[src/rtl/mem_port_arbiter.sv]
// Single-port memory arbiter between instruction fetch and data access.
// Data wins by default; a fetch is guaranteed a grant after MAX_D_STREAK data grants.
module mem_port_arbiter #(
    parameter int XLEN         = 64,
    parameter int ADDR_W       = 64,
    parameter int MAX_D_STREAK = 4,
    parameter int TIMEOUT      = 16
) (
    input  logic              clk,
    input  logic              rst_n,
    input  logic              if_req,
    input  logic [ADDR_W-1:0] if_addr,
    input  logic              if_flush,
    output logic [31:0]       if_rdata,
    output logic              if_valid,
    input  logic              d_req,
    input  logic              d_we,
    input  logic [ADDR_W-1:0] d_addr,
    input  logic [XLEN-1:0]   d_wdata,
    output logic [XLEN-1:0]   d_rdata,
    output logic              d_valid,
    output logic              stall_if,
    output logic              stall_d,
    output logic              mem_req,
    output logic              mem_we,
    output logic [ADDR_W-1:0] mem_addr,
    output logic [XLEN-1:0]   mem_wdata,
    input  logic [XLEN-1:0]   mem_rdata,
    input  logic              mem_ready,
    output logic              err,
    output logic [1:0]        state_dbg
);

    localparam int SW = $clog2(MAX_D_STREAK + 1);
    localparam int TW = $clog2(TIMEOUT);
    localparam logic [SW-1:0] STREAK_MAX = SW'(MAX_D_STREAK);
    localparam logic [TW-1:0] TMO_LAST   = TW'(TIMEOUT - 1);

    typedef enum logic [1:0] {
        IDLE   = 2'd0,
        BUSY_I = 2'd1,
        BUSY_D = 2'd2
    } state_t;

    state_t          state;
    logic [SW-1:0]   d_streak;
    logic [TW-1:0]   timer;
    logic            flush_pend;
    logic            grant_d;
    logic            grant_i;
    logic            fetch_dropped;

    // Handshake: a requester holds req (and its address/data) until its
    // one-cycle valid pulse; memory completes a transaction when mem_ready is
    // seen while mem_req=1, and mem_ready at any other time is ignored.
    // In the cycle a requester's valid pulses it is not eligible for a grant.
    assign grant_d = (state == IDLE) && d_req && !d_valid &&
                     ((d_streak < STREAK_MAX) || !if_req);
    assign grant_i = (state == IDLE) && !grant_d && if_req && !if_valid && !if_flush;

    // A flush in the current cycle suppresses a completion arriving in the same cycle.
    assign fetch_dropped = flush_pend || if_flush;

    assign stall_if  = if_req & ~if_valid;
    assign stall_d   = d_req & ~d_valid;
    assign state_dbg = state;

    always_ff @(posedge clk or negedge rst_n) begin
        if (!rst_n) begin
            state      <= IDLE;
            mem_req    <= 1'b0;
            mem_we     <= 1'b0;
            mem_addr   <= '0;
            mem_wdata  <= '0;
            if_rdata   <= '0;
            if_valid   <= 1'b0;
            d_rdata    <= '0;
            d_valid    <= 1'b0;
            err        <= 1'b0;
            d_streak   <= '0;
            timer      <= '0;
            flush_pend <= 1'b0;
        end else begin
            if_valid <= 1'b0;
            d_valid  <= 1'b0;
            err      <= 1'b0;

            if (!if_req) begin
                d_streak <= '0;
            end else if (grant_d) begin
                if (d_streak < STREAK_MAX) begin
                    d_streak <= d_streak + SW'(1);
                end
            end else if (grant_i) begin
                d_streak <= '0;
            end

            case (state)
                IDLE: begin
                    if (grant_d) begin
                        state     <= BUSY_D;
                        mem_req   <= 1'b1;
                        mem_we    <= d_we;
                        mem_addr  <= d_addr;
                        mem_wdata <= d_wdata;
                        timer     <= '0;
                    end else if (grant_i) begin
                        state      <= BUSY_I;
                        mem_req    <= 1'b1;
                        mem_we     <= 1'b0;
                        mem_addr   <= if_addr;
                        timer      <= '0;
                        flush_pend <= 1'b0;
                    end
                end

                BUSY_I: begin
                    if (if_flush) begin
                        flush_pend <= 1'b1;
                    end
                    if (mem_ready) begin
                        state      <= IDLE;
                        mem_req    <= 1'b0;
                        flush_pend <= 1'b0;
                        if (!fetch_dropped) begin
                            if_rdata <= mem_rdata[31:0];
                            if_valid <= 1'b1;
                        end
                    end else if (timer == TMO_LAST) begin
                        state      <= IDLE;
                        mem_req    <= 1'b0;
                        flush_pend <= 1'b0;
                        err        <= 1'b1;
                        if (!fetch_dropped) begin
                            if_rdata <= '0;
                            if_valid <= 1'b1;
                        end
                    end else begin
                        timer <= timer + TW'(1);
                    end
                end

                BUSY_D: begin
                    if (mem_ready) begin
                        state   <= IDLE;
                        mem_req <= 1'b0;
                        d_rdata <= mem_rdata;
                        d_valid <= 1'b1;
                    end else if (timer == TMO_LAST) begin
                        state   <= IDLE;
                        mem_req <= 1'b0;
                        d_rdata <= '0;
                        d_valid <= 1'b1;
                        err     <= 1'b1;
                    end else begin
                        timer <= timer + TW'(1);
                    end
                end

                default: begin
                    state   <= IDLE;
                    mem_req <= 1'b0;
                end
            endcase
        end
    end

endmodule

[config.mk]
export PLATFORM = sky130hd
export DESIGN_NAME = mem_port_arbiter
export DESIGN_NICKNAME = d
export VERILOG_FILES = /design/src/rtl/mem_port_arbiter.sv
export SDC_FILE = /design/constraint.sdc
export NUM_CORES = 1
export LEC_CHECK = 0
export ABC_AREA = 1
export BUFFER_PORTS_ARGS = -buffer_cell sky130_fd_sc_hd__buf_2
export CORE_AREA = 5 5 190 192
export DETAILED_ROUTE_END_ITERATION = 6
export DIE_AREA = 0 0 195 197
export GPL_TIMING_DRIVEN = 0
export PLACE_DENSITY = 0.56
export SLEW_MARGIN = 20
export SYNTH_ARGS = -nofsm -noshare
export SYNTH_HDL_FRONTEND = slang
export SYNTH_SLANG_ARGS = --single-unit
[constraint.sdc]
create_clock -name clk -period 2 [get_ports clk]
set_input_delay 0.4 -clock clk [delete_from_list [all_inputs] [get_ports clk]]
set_output_delay 0.4 -clock clk [all_outputs]
set_load 0.01 [all_outputs]
==> summary.log, run 1 <==
qor: status.run_status completed
qor: routing.drt-wirelength-per-cell 16.7 um
qor: setup_path.crit_fanout 10
qor: floorplanning.fp.dieW 195 um
qor: cells_and_area.final_net_count 2,035
qor: power.cellPowerDensity 1590 nW/um2
qor: floorplanning.total_i_o_pin_count 496
qor: setup_path.critical_path.endpoint_type register
qor: timing.finalHoldViolCount 0
qor: cts.clkTransAtPathRegs 60 ps
qor: setup_path.worstPathArrival 2310 ps
qor: timing.slew_viol_final 0
qor: place.dpl-instance-area 13,200 um2
qor: floorplanning.die_area 38,400 um2
qor: global_routing.maximum_number_of_pins_on_one_net_before_global_route_repair 95
qor: timing.final.setup.tns 0 ps
qor: yosys.synth.cells.most_frequent 776 x sky130_fd_sc_hd__nand2_1, 239 x sky130_fd_sc_hd__dfrtp_1, 52 x sky130_fd_sc_hd__o21ai_0
qor: floorplanning.core_area 34,200 um2
qor: cts.clock_path_buffers 3
qor: place.numPlacedInstances 2,188
qor: cells_and_area.layout-drive-gt1-share 33.8%
qor: routing.vias 9,900
qor: yosys.count_of_mapped_cells_out_of_synthesis 1,236
qor: timing.fmaxAchievable 530 MHz
qor: yosys.mappedNetlistArea 10,000 um2
qor: global_routing.globalRouteOverflowTotal 0
qor: cts.clock_insertion_delay_worst_skew 530 ps
qor: cts.cts_made_buffers 27
qor: cts.clock-root-buffer sky130_fd_sc_hd__clkbuf_16
qor: routing.route.detailed.vias_per_inst 4.41
qor: yosys.synth_cell_type_count 24
qor: flow_run.max_cap_violations 0
qor: timing.period_needed 1890 ps
qor: yosys.synth_enable_flop_cells 0
qor: cts.htree_levels 1
qor: place.gp_congestion 0.960
qor: cts.numClockSinks 239
qor: min_path.min-delay-path-class primary input to register
qor: yosys.synthTopCellsByArea sky130_fd_sc_hd__dfrtp_1 60%, sky130_fd_sc_hd__nand2_1 29%, sky130_fd_sc_hd__o21ai_0 2.6%
qor: yosys.synth_area_leader sky130_fd_sc_hd__dfrtp_1
qor: yosys.yosysWarningCount 0
qor: yosys.syn_area_per_cell 8.13 um2
qor: timing.final.setup_skew 6.90 ps
qor: floorplanning.initial_utilization 29.4%
qor: cts.tritoncts_clock_tree yes
qor: timing.worst_pin_slew 709 ps
qor: timing.finalSetupViolations 0
qor: yosys.syn-num-nets 1,504
qor: timing.fin_crit_sh 94.4%
qor: yosys.synth-seq-cells 239
qor: cells_and_area.fillCellCount 3,513
qor: global_routing.via_count_of_the_first_global_routing_pass 9,951
qor: power.total_leakage_power 8.37 nW
qor: cells_and_area.finish.instance_area 14,300 um2
qor: yosys.synthArstFlopShare 100%
qor: routing.drt_drc_violations_left 0
qor: routing.final_antenna_net_count 0
qor: global_routing.grt_antenna_before_repair 2
qor: routing.overall_routed_net_length 37,500 um
qor: global_routing.gr-usage-all-layers 18.3%
qor: power.total_power 22.7 mW
qor: yosys.synth_ff_type sky130_fd_sc_hd__dfrtp_1
qor: routing.dr.pass1.iters 5
qor: setup_path.data_required_critical_path 2420 ps
qor: routing.first_iteration_detailed_routing_drc_count 365
qor: yosys.post-synth-top-count-cell sky130_fd_sc_hd__nand2_1
qor: yosys.proportion_of_netlist_area_held_by_the_largest_area_contributor 59.5%
qor: setup_path.timing.critical_path.from_type register
qor: global_routing.grt_first_pass_wirelength 56,700 um
qor: cells_and_area.finalNonFillerCells 2,243
qor: floorplanning.core.rowCount 68
qor: place.dpl.hpwl 28,700 um
qor: place.port_buffers 495
qor: timing.rsz0062_at_grt true
qor: power.ir_drop 0.792 mV
qor: floorplanning.dieHeight 197 um
qor: yosys.synth_sequential_area_ratio 59.5%
qor: cells_and_area.area_growth_syn_to_layout 42.0%
qor: setup_path.setup.worst_path.class register to register
qor: timing.timing.max_slew.rel_slack 52.7%
## registers in the layout (all words and copies together) (netlist names)
register / flops
d_streak: 3
mem_req: 1
d_rdata: 64
if_rdata: 32
err: 1
timer: 4
mem_addr: 64
state_dbg: 2
flush_pend: 1
mem_wdata: 64
d_valid: 1
if_valid: 1
mem_we: 1
## layout by cell type (no fill, tap or decap), types with 2 or more instances in the layout
master                       instances
sky130_fd_sc_hd__clkbuf_16          28
sky130_fd_sc_hd__buf_4              13
sky130_fd_sc_hd__o21ai_0            52
sky130_fd_sc_hd__clkbuf_2            4
sky130_fd_sc_hd__o21ai_1            14
sky130_fd_sc_hd__buf_8               2
sky130_fd_sc_hd__nand2_1           776
sky130_fd_sc_hd__ha_1                3
sky130_fd_sc_hd__nor2_2              3
sky130_fd_sc_hd__buf_16              2
sky130_fd_sc_hd__clkbuf_1           27
sky130_fd_sc_hd__nor2_1              5
sky130_fd_sc_hd__inv_2               3
sky130_fd_sc_hd__buf_12              3
sky130_fd_sc_hd__dfrtp_1           239
sky130_fd_sc_hd__inv_1              17
sky130_fd_sc_hd__buf_2             516
sky130_fd_sc_hd__clkinv_2            3
sky130_fd_sc_hd__clkinvlp_4          2
sky130_fd_sc_hd__a21oi_1             2
sky130_fd_sc_hd__ha_4                2
sky130_fd_sc_hd__buf_6               7
sky130_fd_sc_hd__nand3_1            41
sky130_fd_sc_hd__clkbuf_8            5
sky130_fd_sc_hd__bufinv_16           4
## kinds of logic after synthesis
family	Yosys count	synth area share, %
AOI/OAI and AO/OA	70	3.55
DFF	239	59.5
adders and majority gates	5	0.623
and+or+nand+nor	832	31.8
buffers and inverters	90	4.52
## final timing paths
path / from / endpoint / slack (ps) / depth (start not counted)
max in group asynchronous: rst_n / mem_addr[33] / 750 / 3
max reg2reg: state_dbg[0] / mem_wdata[47] / 110 / 10
min reg2reg: d_rdata[52] / d_rdata[52] / 470 / 2
min in group asynchronous: rst_n / if_rdata[8] / 400 / 2
min: d_wdata[57] / mem_wdata[57] / 60 / 3
max: state_dbg[0] / mem_wdata[47] / 110 / 10
## repair_timing
item | CTS | global route
buffers inserted | 2 | 2
cloned | 0 | 1
gates resized for setup | 7 | 29
pin swaps | 1 | 1
hold buffers | 1 | 0
setup endpoints to repair | 92 | 109
endpoints found under the hold margin | 55 | 0
## per-stage QoR
step | hold slack, ps | worst slack [ps] | utilization (%)
2_1_floorplan | 104 | 349 | -
3_3_place_gp | 449 | -3900 | 38.3
3_5_place_dp | 365 | -277 | 38.5
4_1_cts | 25.7 | 8.57 | 41.3
5_1_grt | 36.9 | -14.8 | 41.7
6_report | 60.5 | 113 | 41.7
## metal layers
layer / GRT usage [%] / part of all wire [%] / wire (um) / vias to the layer above
li1: - / - / - / 4876
met2: 30.8 / 47 / 17800 / 395
met5: 0 / 0.019 / 7 / -
met4: 4.76 / 2.4 / 904 / 2
met3: 6.50 / 10 / 3810 / 54
met1: 22.5 / 40 / 15000 / 4573
## power by group
group	internal, mW	leakage (nW)	switching, mW
clock network	3.19	0.452	2.02
registers	7.01	3.01	1.18
logic	3.52	4.91	5.78
total	13.7	8.37	8.98
## critical path: stages (launching register included)
cell,delay [ps]
sky130_fd_sc_hd__dfrtp_1,430
sky130_fd_sc_hd__inv_2,130
sky130_fd_sc_hd__ha_4,170
sky130_fd_sc_hd__nand2_1,60
sky130_fd_sc_hd__nor2_2,120
sky130_fd_sc_hd__nand2_4,130
sky130_fd_sc_hd__buf_12,150
sky130_fd_sc_hd__clkbuf_16,160
sky130_fd_sc_hd__clkbuf_1,230
sky130_fd_sc_hd__nand2_1,130
sky130_fd_sc_hd__nand2_1,60
## final cells by class
class                           count  area (um2)  share of cell area (%)
Sequential cell                   239        5980                    41.9
Multi-Input combinational cell    907        3660                    25.7
Timing Repair Buffer              503        2620                    18.4
Clock buffer                       39         771                    5.40
Tap cell                          455         569                    3.99
Buffer                             68         425                    2.98
Clock inverter                     10         161                    1.13
Inverter                           21        81.3                   0.570
Antenna cell                        1        2.50                  0.0175
Note: power is estimated with default switching activity, not from simulation.
==> run 2, diff against run 1 <==
--- a/config.mk
+++ b/config.mk
@@ -5,13 +5,13 @@
 export SDC_FILE = /design/constraint.sdc
 export NUM_CORES = 1
 export LEC_CHECK = 0
-export ABC_AREA = 1
 export BUFFER_PORTS_ARGS = -buffer_cell sky130_fd_sc_hd__buf_2
-export CORE_AREA = 5 5 190 192
+export CORE_AREA = 5 5 191 193
 export DETAILED_ROUTE_END_ITERATION = 6
-export DIE_AREA = 0 0 195 197
+export DIE_AREA = 0 0 196 198
 export GPL_TIMING_DRIVEN = 0
-export PLACE_DENSITY = 0.56
+export PLACE_DENSITY = 0.54
+export REMOVE_ABC_BUFFERS = 1
 export SLEW_MARGIN = 20
 export SYNTH_ARGS = -nofsm -noshare
 export SYNTH_HDL_FRONTEND = slang
==> summary.log, run 2 <==
qor: power.power.internal 16.8 mW [was 13.7 mW]
qor: power.pwr-share-comb 47.0% [was 41.0%]
qor: power.seq_power_share 32.3% [was 36.1%]
qor: yosys.synthTopCellsByArea sky130_fd_sc_hd__dfrtp_1 63%, sky130_fd_sc_hd__a22o_1 9.0%, sky130_fd_sc_hd__mux2_2 7.5% [was sky130_fd_sc_hd__dfrtp_1 60%, sky130_fd_sc_hd__nand2_1 29%, sky130_fd_sc_hd__o21ai_0 2.6%]
qor: cts.numClockSinks 239 [unchanged]
qor: global_routing.maximum_number_of_pins_on_one_net_before_global_route_repair 91 [was 95]
qor: place.dpl.hpwl 24,300 um [was 28,700 um]
qor: routing.drt_drc_violations_left 0 [unchanged]
qor: min_path.min-delay-path-class primary input to register [unchanged]
qor: yosys.post-synth-top-count-cell sky130_fd_sc_hd__dfrtp_1 [was sky130_fd_sc_hd__nand2_1]
qor: yosys.yosysWarningCount 0 [unchanged]
qor: yosys.synth-seq-cells 239 [unchanged]
qor: cells_and_area.most_common_cell_after_layout_fill_and_taps_aside sky130_fd_sc_hd__buf_2 [was sky130_fd_sc_hd__nand2_1]
qor: setup_path.timing.critical_path.from_type register [unchanged]
qor: yosys.syn_area_per_cell 13.3 um2 [was 8.13 um2]
qor: routing.final_antenna_net_count 0 [unchanged]
qor: timing.finalSetupViolations 89 [was 0]
qor: global_routing.via_count_of_the_first_global_routing_pass 8,530 [was 9,951]
qor: cts.clock-root-buffer sky130_fd_sc_hd__clkbuf_16 [unchanged]
qor: yosys.synthXorXnorAreaFrac 0% [unchanged]
qor: yosys.synth_cell_type_count 39 [was 24]
qor: yosys.synth_ff_type sky130_fd_sc_hd__dfrtp_1 [unchanged]
qor: routing.drt-wirelength-per-cell 20.1 um [was 16.7 um]
qor: cells_and_area.mostFrequentLayoutCells 494 x sky130_fd_sc_hd__buf_2, 239 x sky130_fd_sc_hd__dfrtp_1, 98 x sky130_fd_sc_hd__a22o_1 [was 776 x sky130_fd_sc_hd__nand2_1, 516 x sky130_fd_sc_hd__buf_2, 239 x sky130_fd_sc_hd__dfrtp_1]
qor: min_path.min_to d_rdata[61] [was mem_wdata[57]]
qor: cells_and_area.fillCellCount 3,249 [was 3,513]
qor: timing.rsz0062_at_grt true [unchanged]
qor: cts.clkTransAtPathRegs 60 ps [about the same]
qor: floorplanning.core.rowCount 68 [unchanged]
qor: cts.tritoncts_clock_tree yes [unchanged]
qor: setup_path.r2r_setup_slack -110 ps [was 110 ps]
qor: place.gp_congestion 0.893 [was 0.960]
qor: cells_and_area.reg_top3 d_rdata x64, mem_addr x64, mem_wdata x64 [unchanged]
qor: power.total_power 25.8 mW [was 22.7 mW]
qor: place.numPlacedInstances 1,635 [was 2,188]
qor: routing.vias 8,035 [was 9,900]
qor: power.pwr-share-clk 20.7% [was 23.0%]
qor: status.failing_checks negative setup slack
qor: floorplanning.dieHeight 198 um [was 197 um]
qor: yosys.combinational_family_with_the_most_area_after_synthesis multiplexers [was simple AND/OR/NAND/NOR gates]
qor: power.total_leakage_power 7.67 nW [was 8.37 nW]
qor: timing.setup_slack -109 ps [was 113 ps]
qor: setup_path.data_required_critical_path 2420 ps [about the same]
qor: power.switching_power 8.93 mW [was 8.98 mW]
qor: cells_and_area.layout-drive-gt1-share 55.9% [was 33.8%]
qor: cts.clock_path_buffers 3 [unchanged]
qor: floorplanning.core_area 34,400 um2 [was 34,200 um2]
qor: floorplanning.fp.dieW 196 um [was 195 um]
qor: timing.period_needed 2110 ps [was 1890 ps]
qor: routing.first_iteration_detailed_routing_drc_count 286 [was 365]
qor: place.port_buffers 495 [unchanged]
qor: floorplanning.die_area 38,800 um2 [was 38,400 um2]
qor: place.detailedPlace.worstSlack -1010 ps [was -277 ps]
qor: routing.route.detailed.vias_per_inst 4.61 [was 4.41]
qor: yosys.adder_cell_share_of_the_synthesized_area 0.655% [was 0.623%]
qor: power.cellPowerDensity 1710 nW/um2 [was 1590 nW/um2]
qor: setup_path.reg2reg_to mem_wdata[27] [was mem_wdata[47]]
qor: yosys.synth_simple_gate_area_share 4.60% [was 31.8%]
qor: timing.final.setup.tns -2670 ps [was 0 ps]
qor: timing.worst_pin_slew 714 ps [was 709 ps]
qor: setup_path.worstReg2RegStart state_dbg[0] [unchanged]
qor: cells_and_area.area_growth_syn_to_layout 57.6% [was 42.0%]
qor: setup_path.setup.worst_path.class register to register [unchanged]
qor: cells_and_area.finalNonFillerCells 1,743 [was 2,243]
qor: global_routing.globalRouteOverflowTotal 0 [unchanged]
qor: cells_and_area.final_net_count 1,532 [was 2,035]
qor: yosys.proportion_of_netlist_area_held_by_the_largest_area_contributor 62.6% [was 59.5%]
qor: setup_path.worstPathArrival 2530 ps [was 2310 ps]
qor: global_routing.grt_first_pass_wirelength 51,300 um [was 56,700 um]
qor: routing.dr.pass1.iters 5 [unchanged]
qor: cells_and_area.finish.instance_area 15,000 um2 [was 14,300 um2]
qor: place.dpl-instance-area 12,800 um2 [was 13,200 um2]
qor: timing.fmaxAchievable 474 MHz [was 530 MHz]
qor: power.ir_drop 0.896 mV [was 0.792 mV]
qor: power.netSwitchingFraction 34.7% [was 39.6%]
qor: setup_path.critical_path.endpoint_type register [unchanged]
qor: floorplanning.total_i_o_pin_count 496 [unchanged]
qor: yosys.synth.cells.most_frequent 239 x sky130_fd_sc_hd__dfrtp_1, 98 x sky130_fd_sc_hd__a22o_1, 67 x sky130_fd_sc_hd__nand2_1 [was 776 x sky130_fd_sc_hd__nand2_1, 239 x sky130_fd_sc_hd__dfrtp_1, 52 x sky130_fd_sc_hd__o21ai_0]
qor: yosys.synth_area_leader sky130_fd_sc_hd__dfrtp_1 [unchanged]
qor: global_routing.grt_antenna_before_repair 4 [was 2]
qor: cts.htree_levels 1 [unchanged]
qor: yosys.count_of_mapped_cells_out_of_synthesis 716 [was 1,236]
qor: cts.clock_insertion_delay_worst_skew 540 ps [was 530 ps]
qor: yosys.synth_sequential_area_ratio 62.6% [was 59.5%]
qor: min_path.min_from mem_rdata[61] [was d_wdata[57]]
qor: timing.slew_viol_final 0 [unchanged]
qor: global_routing.gr-usage-all-layers 16.7% [was 18.3%]
qor: timing.finalHoldViolCount 0 [unchanged]
qor: yosys.synth-compound-area-share 14.3% [was 3.55%]
qor: yosys.synth.mux.area_fraction 14.5% [was 0%]
qor: cts.cts_made_buffers 28 [was 27]
qor: setup_path.r2r_cells 12 [was 10]
qor: timing.final.setup_skew 10.4 ps [was 6.90 ps]
qor: flow_run.max_cap_violations 0 [unchanged]
qor: timing.timing.max_slew.rel_slack 52.4% [was 52.7%]
qor: routing.overall_routed_net_length 35,100 um [was 37,500 um]
qor: floorplanning.initial_utilization 27.8% [was 29.4%]
qor: timing.fin_crit_sh 105% [was 94.4%]
qor: yosys.mappedNetlistArea 9550 um2 [was 10,000 um2]
qor: yosys.synthArstFlopShare 100% [unchanged]
qor: setup_path.crit_fanout 7 [was 10]
qor: yosys.synth_enable_flop_cells 0 [unchanged]
qor: min_path.hold_path_depth 2 [was 3]
qor: status.run_status finished with violations [was completed]
run 2: cell types whose count changed after synthesis, sizes merged, moves of 8 or more:
cell / change
inv: -13
a22o: +98
clkbuf: -8
buf: -10
nand3: -41
mux2i: +66
mux2: +64
nand2: -710
run 2: worst max path at each step:
stage                      start             to  slack (ps)  cells after the start
finish              state_dbg[0]  mem_wdata[27]        -110                     12
global placement    state_dbg[0]   mem_addr[19]       -6130                      6
global route        state_dbg[0]  mem_wdata[27]        -190                     12
detailed placement  state_dbg[0]  mem_wdata[56]       -1010                     10
CTS                 state_dbg[1]   mem_addr[32]        -170                     10
floorplan           state_dbg[0]   mem_wdata[0]       -3740                      5
run 2: cells by family (layout without fill, tap and decap cells):
kind of cell,after synthesis,count (layout)
flip-flops,239,239
AO/OA/AOI/OAI,187,188
AND/OR/NAND/NOR,96,96
multiplexers,130,130
other,0,3
adder cells (fa/ha/maj),5,5
buffers and inverters,59,627
run 2: layout make-up:
cell class | instances | area, um2 | share of cell area [%]
clock inverters | 9 | 105 | 0.699
diodes | 3 | 7.51 | 0.0499
clock buffers | 42 | 885 | 5.88
multi-input cells | 419 | 3730 | 24.8
well taps | 455 | 569 | 3.78
flip-flops and latches | 239 | 5980 | 39.8
inverters | 8 | 30.0 | 0.200
repair buffers | 568 | 3730 | 24.8
run 2: metrics by stage:
step	util (%)	hold WS (ps)
2_1_floorplan	-	104
3_3_place_gp	35.8	465
3_5_place_dp	37.2	424
4_1_cts	42.9	46.6
5_1_grt	43.8	51.4
6_report	43.8	76.2
run 2: layer usage:
metal  global-route usage (%)  part of all wire (%)  vias to the layer above
met3                     5.27                   9.3                       69
met1                     20.5                    39                     3888
li1                         -                     -                     3697
met4                     5.66                   3.7                        4
met5                        0                 0.083                        -
met2                     28.2                    48                      377
run 2: power by group through the flow:
stage / combinational (mW) / sequential (mW) / clock [mW]
after detailed placement: 9.70 / 8.28 / 0
after CTS: 11.8 / 8.29 / 5.49
final: 12.1 / 8.31 / 5.34
after global routing: 13.0 / 8.59 / 5.72
after global placement: 8.53 / 8.16 / 0
after floorplan: 3.91 / 9.36 / 0
run 2: what timing repair did:
| action | 4_1_cts | 5_1_grt |
|---|---|---|
| setup buffers | 30 | 12 |
| resized for setup | 83 | 59 |
| endpoints found under the hold margin | 74 | 0 |
| setup endpoints to repair | 159 | 127 |
| cloned | 13 | 5 |
| pin swaps | 4 | 3 |
| hold buffers | 1 | 0 |
run 2: critical path, stage by stage, from the launching register on:
cell and delay (ps):
sky130_fd_sc_hd__dfrtp_1 400, sky130_fd_sc_hd__inv_2 80, sky130_fd_sc_hd__ha_4 140, sky130_fd_sc_hd__buf_12 100, sky130_fd_sc_hd__nand3b_4 90, sky130_fd_sc_hd__nor2_4 120, sky130_fd_sc_hd__clkbuf_16 150, sky130_fd_sc_hd__buf_16 110
sky130_fd_sc_hd__buf_16 120, sky130_fd_sc_hd__buf_12 140, sky130_fd_sc_hd__buf_12 120, sky130_fd_sc_hd__buf_12 130, sky130_fd_sc_hd__mux2_4 300
==> run 3, diff against run 2 <==
==> constraint.sdc (replaced) <==
create_clock -name clk -period 2.4 [get_ports clk]
set_input_delay 0.48 -clock clk [delete_from_list [all_inputs] [get_ports clk]]
set_output_delay 0.48 -clock clk [all_outputs]
set_load 0.01 [all_outputs]
==> summary.log, run 3 (synthesized netlist as in run 2, its figures left out) <==
qor: timing.fmaxAchievable 442 MHz [was 474 MHz]
qor: power.ir_drop 0.706 mV [was 0.896 mV]
qor: timing.fin_crit_sh 94.3% [was 105%]
qor: setup_path.crit_path_cell_trace inv_1 > ha_4 > nand3b_2 > nor2_4 > clkbuf_16 > buf_16 > buf_12 > mux2_2 [was inv_2 > ha_4 > buf_12 > nand3b_4 > nor2_4 > clkbuf_16 > buf_16 > buf_16 > buf_12 > buf_12 > buf_12 > mux2_4]
qor: timing.final.setup_skew 10.8 ps [was 10.4 ps]
qor: cells_and_area.mostFrequentLayoutCells 494 x sky130_fd_sc_hd__buf_2, 239 x sky130_fd_sc_hd__dfrtp_1, 98 x sky130_fd_sc_hd__a22o_1 [unchanged]
qor: setup_path.worstPathArrival 2670 ps [was 2530 ps]
qor: routing.dr.pass1.iters 4 [was 5]
qor: timing.period_needed 2260 ps [was 2110 ps]
qor: routing.final_antenna_net_count 0 [unchanged]
qor: cells_and_area.reg_top3 d_rdata x64, mem_addr x64, mem_wdata x64 [unchanged]
qor: status.run_status completed [was finished with violations]
qor: power.cellPowerDensity 1400 nW/um2 [was 1710 nW/um2]
qor: routing.vias 7,591 [was 8,035]
qor: cells_and_area.final_util 40.3% [was 43.8%]
qor: routing.drt-wirelength-per-cell 19.0 um [was 20.1 um]
qor: cts.clock_insertion_delay_worst_skew 530 ps [was 540 ps]
qor: cts.clock_path_buffers 3 [unchanged]
qor: timing.slew_viol_final 0 [unchanged]
qor: min_path.min_to d_rdata[60] [was d_rdata[61]]
qor: cts.clock-root-buffer sky130_fd_sc_hd__clkbuf_16 [unchanged]
qor: floorplanning.core_area 34,400 um2 [unchanged]
qor: cts.clkTransAtPathRegs 60 ps [about the same]
qor: setup_path.timing.critical_path.from_type register [unchanged]
qor: cells_and_area.fillCellCount 3,388 [was 3,249]
qor: setup_path.r2r_cells 8 [was 12]
qor: timing.finalSetupViolations 0 [was 89]
qor: power.total_leakage_power 7.05 nW [was 7.67 nW]
qor: timing.worst_pin_slew 738 ps [was 714 ps]
qor: routing.route.detailed.vias_per_inst 4.48 [was 4.61]
qor: floorplanning.core.rowCount 68 [unchanged]
qor: place.numPlacedInstances 1,635 [unchanged]
qor: setup_path.crit_fanout 27 [was 7]
qor: min_path.hold_path_depth 2 [unchanged]
qor: global_routing.via_count_of_the_first_global_routing_pass 8,095 [was 8,530]
qor: floorplanning.die_area 38,800 um2 [unchanged]
qor: routing.overall_routed_net_length 32,200 um [was 35,100 um]
qor: floorplanning.total_i_o_pin_count 496 [unchanged]
qor: cts.tritoncts_clock_tree yes [unchanged]
qor: cells_and_area.area_growth_syn_to_layout 45.0% [was 57.6%]
qor: floorplanning.initial_utilization 27.8% [unchanged]
qor: setup_path.worst_path_max_delay_cell sky130_fd_sc_hd__dfrtp_1 [unchanged]
qor: routing.first_iteration_detailed_routing_drc_count 270 [was 286]
qor: setup_path.r2r_setup_slack 140 ps [was -110 ps]
qor: cells_and_area.layout-drive-gt1-share 52.1% [was 55.9%]
qor: setup_path.cpPeakStageDelay 420 ps [was 400 ps]
qor: cts.cts_made_buffers 28 [unchanged]
qor: cells_and_area.final_net_count 1,486 [was 1,532]
qor: setup_path.worstReg2RegStart state_dbg[0] [unchanged]
qor: flow_run.max_cap_violations 0 [unchanged]
qor: setup_path.reg2reg_to mem_wdata[34] [was mem_wdata[27]]
qor: cells_and_area.most_common_cell_after_layout_fill_and_taps_aside sky130_fd_sc_hd__buf_2 [unchanged]
qor: timing.rsz0062_at_grt false [was true]
qor: power.total_power 19.4 mW [was 25.8 mW]
qor: min_path.min_from mem_rdata[60] [was mem_rdata[61]]
qor: setup_path.data_required_critical_path 2810 ps [was 2420 ps]
qor: routing.drt_drc_violations_left 0 [unchanged]
qor: global_routing.maximum_number_of_pins_on_one_net_before_global_route_repair 91 [unchanged]
qor: global_routing.grt_antenna_before_repair 3 [was 4]
qor: cts.numClockSinks 239 [unchanged]
qor: timing.finalHoldViolCount 0 [unchanged]
qor: floorplanning.dieHeight 198 um [unchanged]
qor: setup_path.setup.worst_path.class register to register [unchanged]
qor: global_routing.globalRouteOverflowTotal 0 [unchanged]
qor: place.dpl.hpwl 24,300 um [unchanged]
qor: place.gp_congestion 0.893 [unchanged]
qor: setup_path.critical_path.endpoint_type register [unchanged]
qor: cts.htree_levels 1 [unchanged]
qor: global_routing.gr-usage-all-layers 15.4% [was 16.7%]
qor: place.port_buffers 495 [unchanged]
qor: cells_and_area.finalNonFillerCells 1,695 [was 1,743]
qor: timing.timing.max_slew.rel_slack 50.6% [was 52.4%]
qor: floorplanning.fp.dieW 196 um [unchanged]
qor: min_path.min-delay-path-class primary input to register [unchanged]
qor: global_routing.grt_first_pass_wirelength 47,800 um [was 51,300 um]
-- run 3: changes by cell type in the layout (fill, tap and decap cells not counted), moves of 4 or more --
| cell | before | now |
|---|---|---|
| sky130_fd_sc_hd__mux2_4 | 55 | 0 |
| sky130_fd_sc_hd__buf_4 | 27 | 10 |
| sky130_fd_sc_hd__buf_16 | 15 | 11 |
| sky130_fd_sc_hd__buf_12 | 12 | 2 |
| sky130_fd_sc_hd__clkbuf_16 | 36 | 30 |
| sky130_fd_sc_hd__mux2i_4 | 16 | 0 |
| sky130_fd_sc_hd__mux2i_2 | 6 | 0 |
| sky130_fd_sc_hd__mux2i_1 | 44 | 66 |
| sky130_fd_sc_hd__buf_8 | 6 | 1 |
| sky130_fd_sc_hd__mux2_2 | 9 | 64 |
-- run 3: layer usage --
metal  vias to the layer above  track usage [%]  wire (um)
li1                       3607                -          -
met2                       344             26.4      15600
met5                         -                0         16
met3                        58             5.22       3140
met1                      3580             18.3      12300
met4                         2             5.07       1110
-- run 3: layout make-up --
class                      count  area, um2  area share (%)
tap                          455        569            4.11
clock inverter                 9        105           0.759
timing repair buffer         522       2980            21.6
clock buffer                  42        885            6.39
inverter                       8       30.0           0.217
multi-input combinational    419       3290            23.8
antenna                        1       2.50          0.0181
sequential                   239       5980            43.2
-- run 3: per-stage QoR --
stage,setup TNS [ps],instance area [um2],hold slack (ps),setup WS [ps]
floorplan,-585030,9260,184,-3340
global placement,-1932960,12300,465,-5730
detailed placement,-38150,12800,470,-612
CTS,0,13800,127,3.16
global route,0,13800,131,5.44
finish,0,13800,158,136
-- run 3: report_power, final --
part	total [mW]	switching, mW	internal [mW]
clock	4.43	1.68	2.75
sequential	6.89	0.960	5.93
combinational	8.08	4.20	3.89
total	19.4	6.84	12.6
-- run 3: critical path, delay by kind of cell (launching register included) --
family | cells | cell delay (ps)
buffers and inverters | 4 | 740
flip-flops | 1 | 420
multiplexers | 1 | 350
AND/OR/NAND/NOR | 2 | 300
adder cells (fa/ha/maj) | 1 | 260
-- run 3: worst max path at each step --
stage | from | to | slack (ps)
after floorplan | state_dbg[0] | mem_wdata[0] | -3340
after global placement | state_dbg[0] | mem_addr[19] | -5730
after detailed placement | state_dbg[0] | mem_wdata[56] | -610
after CTS | state_dbg[0] | mem_addr[30] | 3
final | state_dbg[0] | mem_wdata[34] | 140
after global routing | state_dbg[0] | mem_wdata[34] | 5
-- run 3: timing repair --
action,CTS,global route
gates resized for setup,2,1
hold buffers,1,0
setup buffers,2,4
endpoints found under the setup margin,98,57
pin swaps,1,2
endpoints found under the hold margin,74,0
cloned,1,2
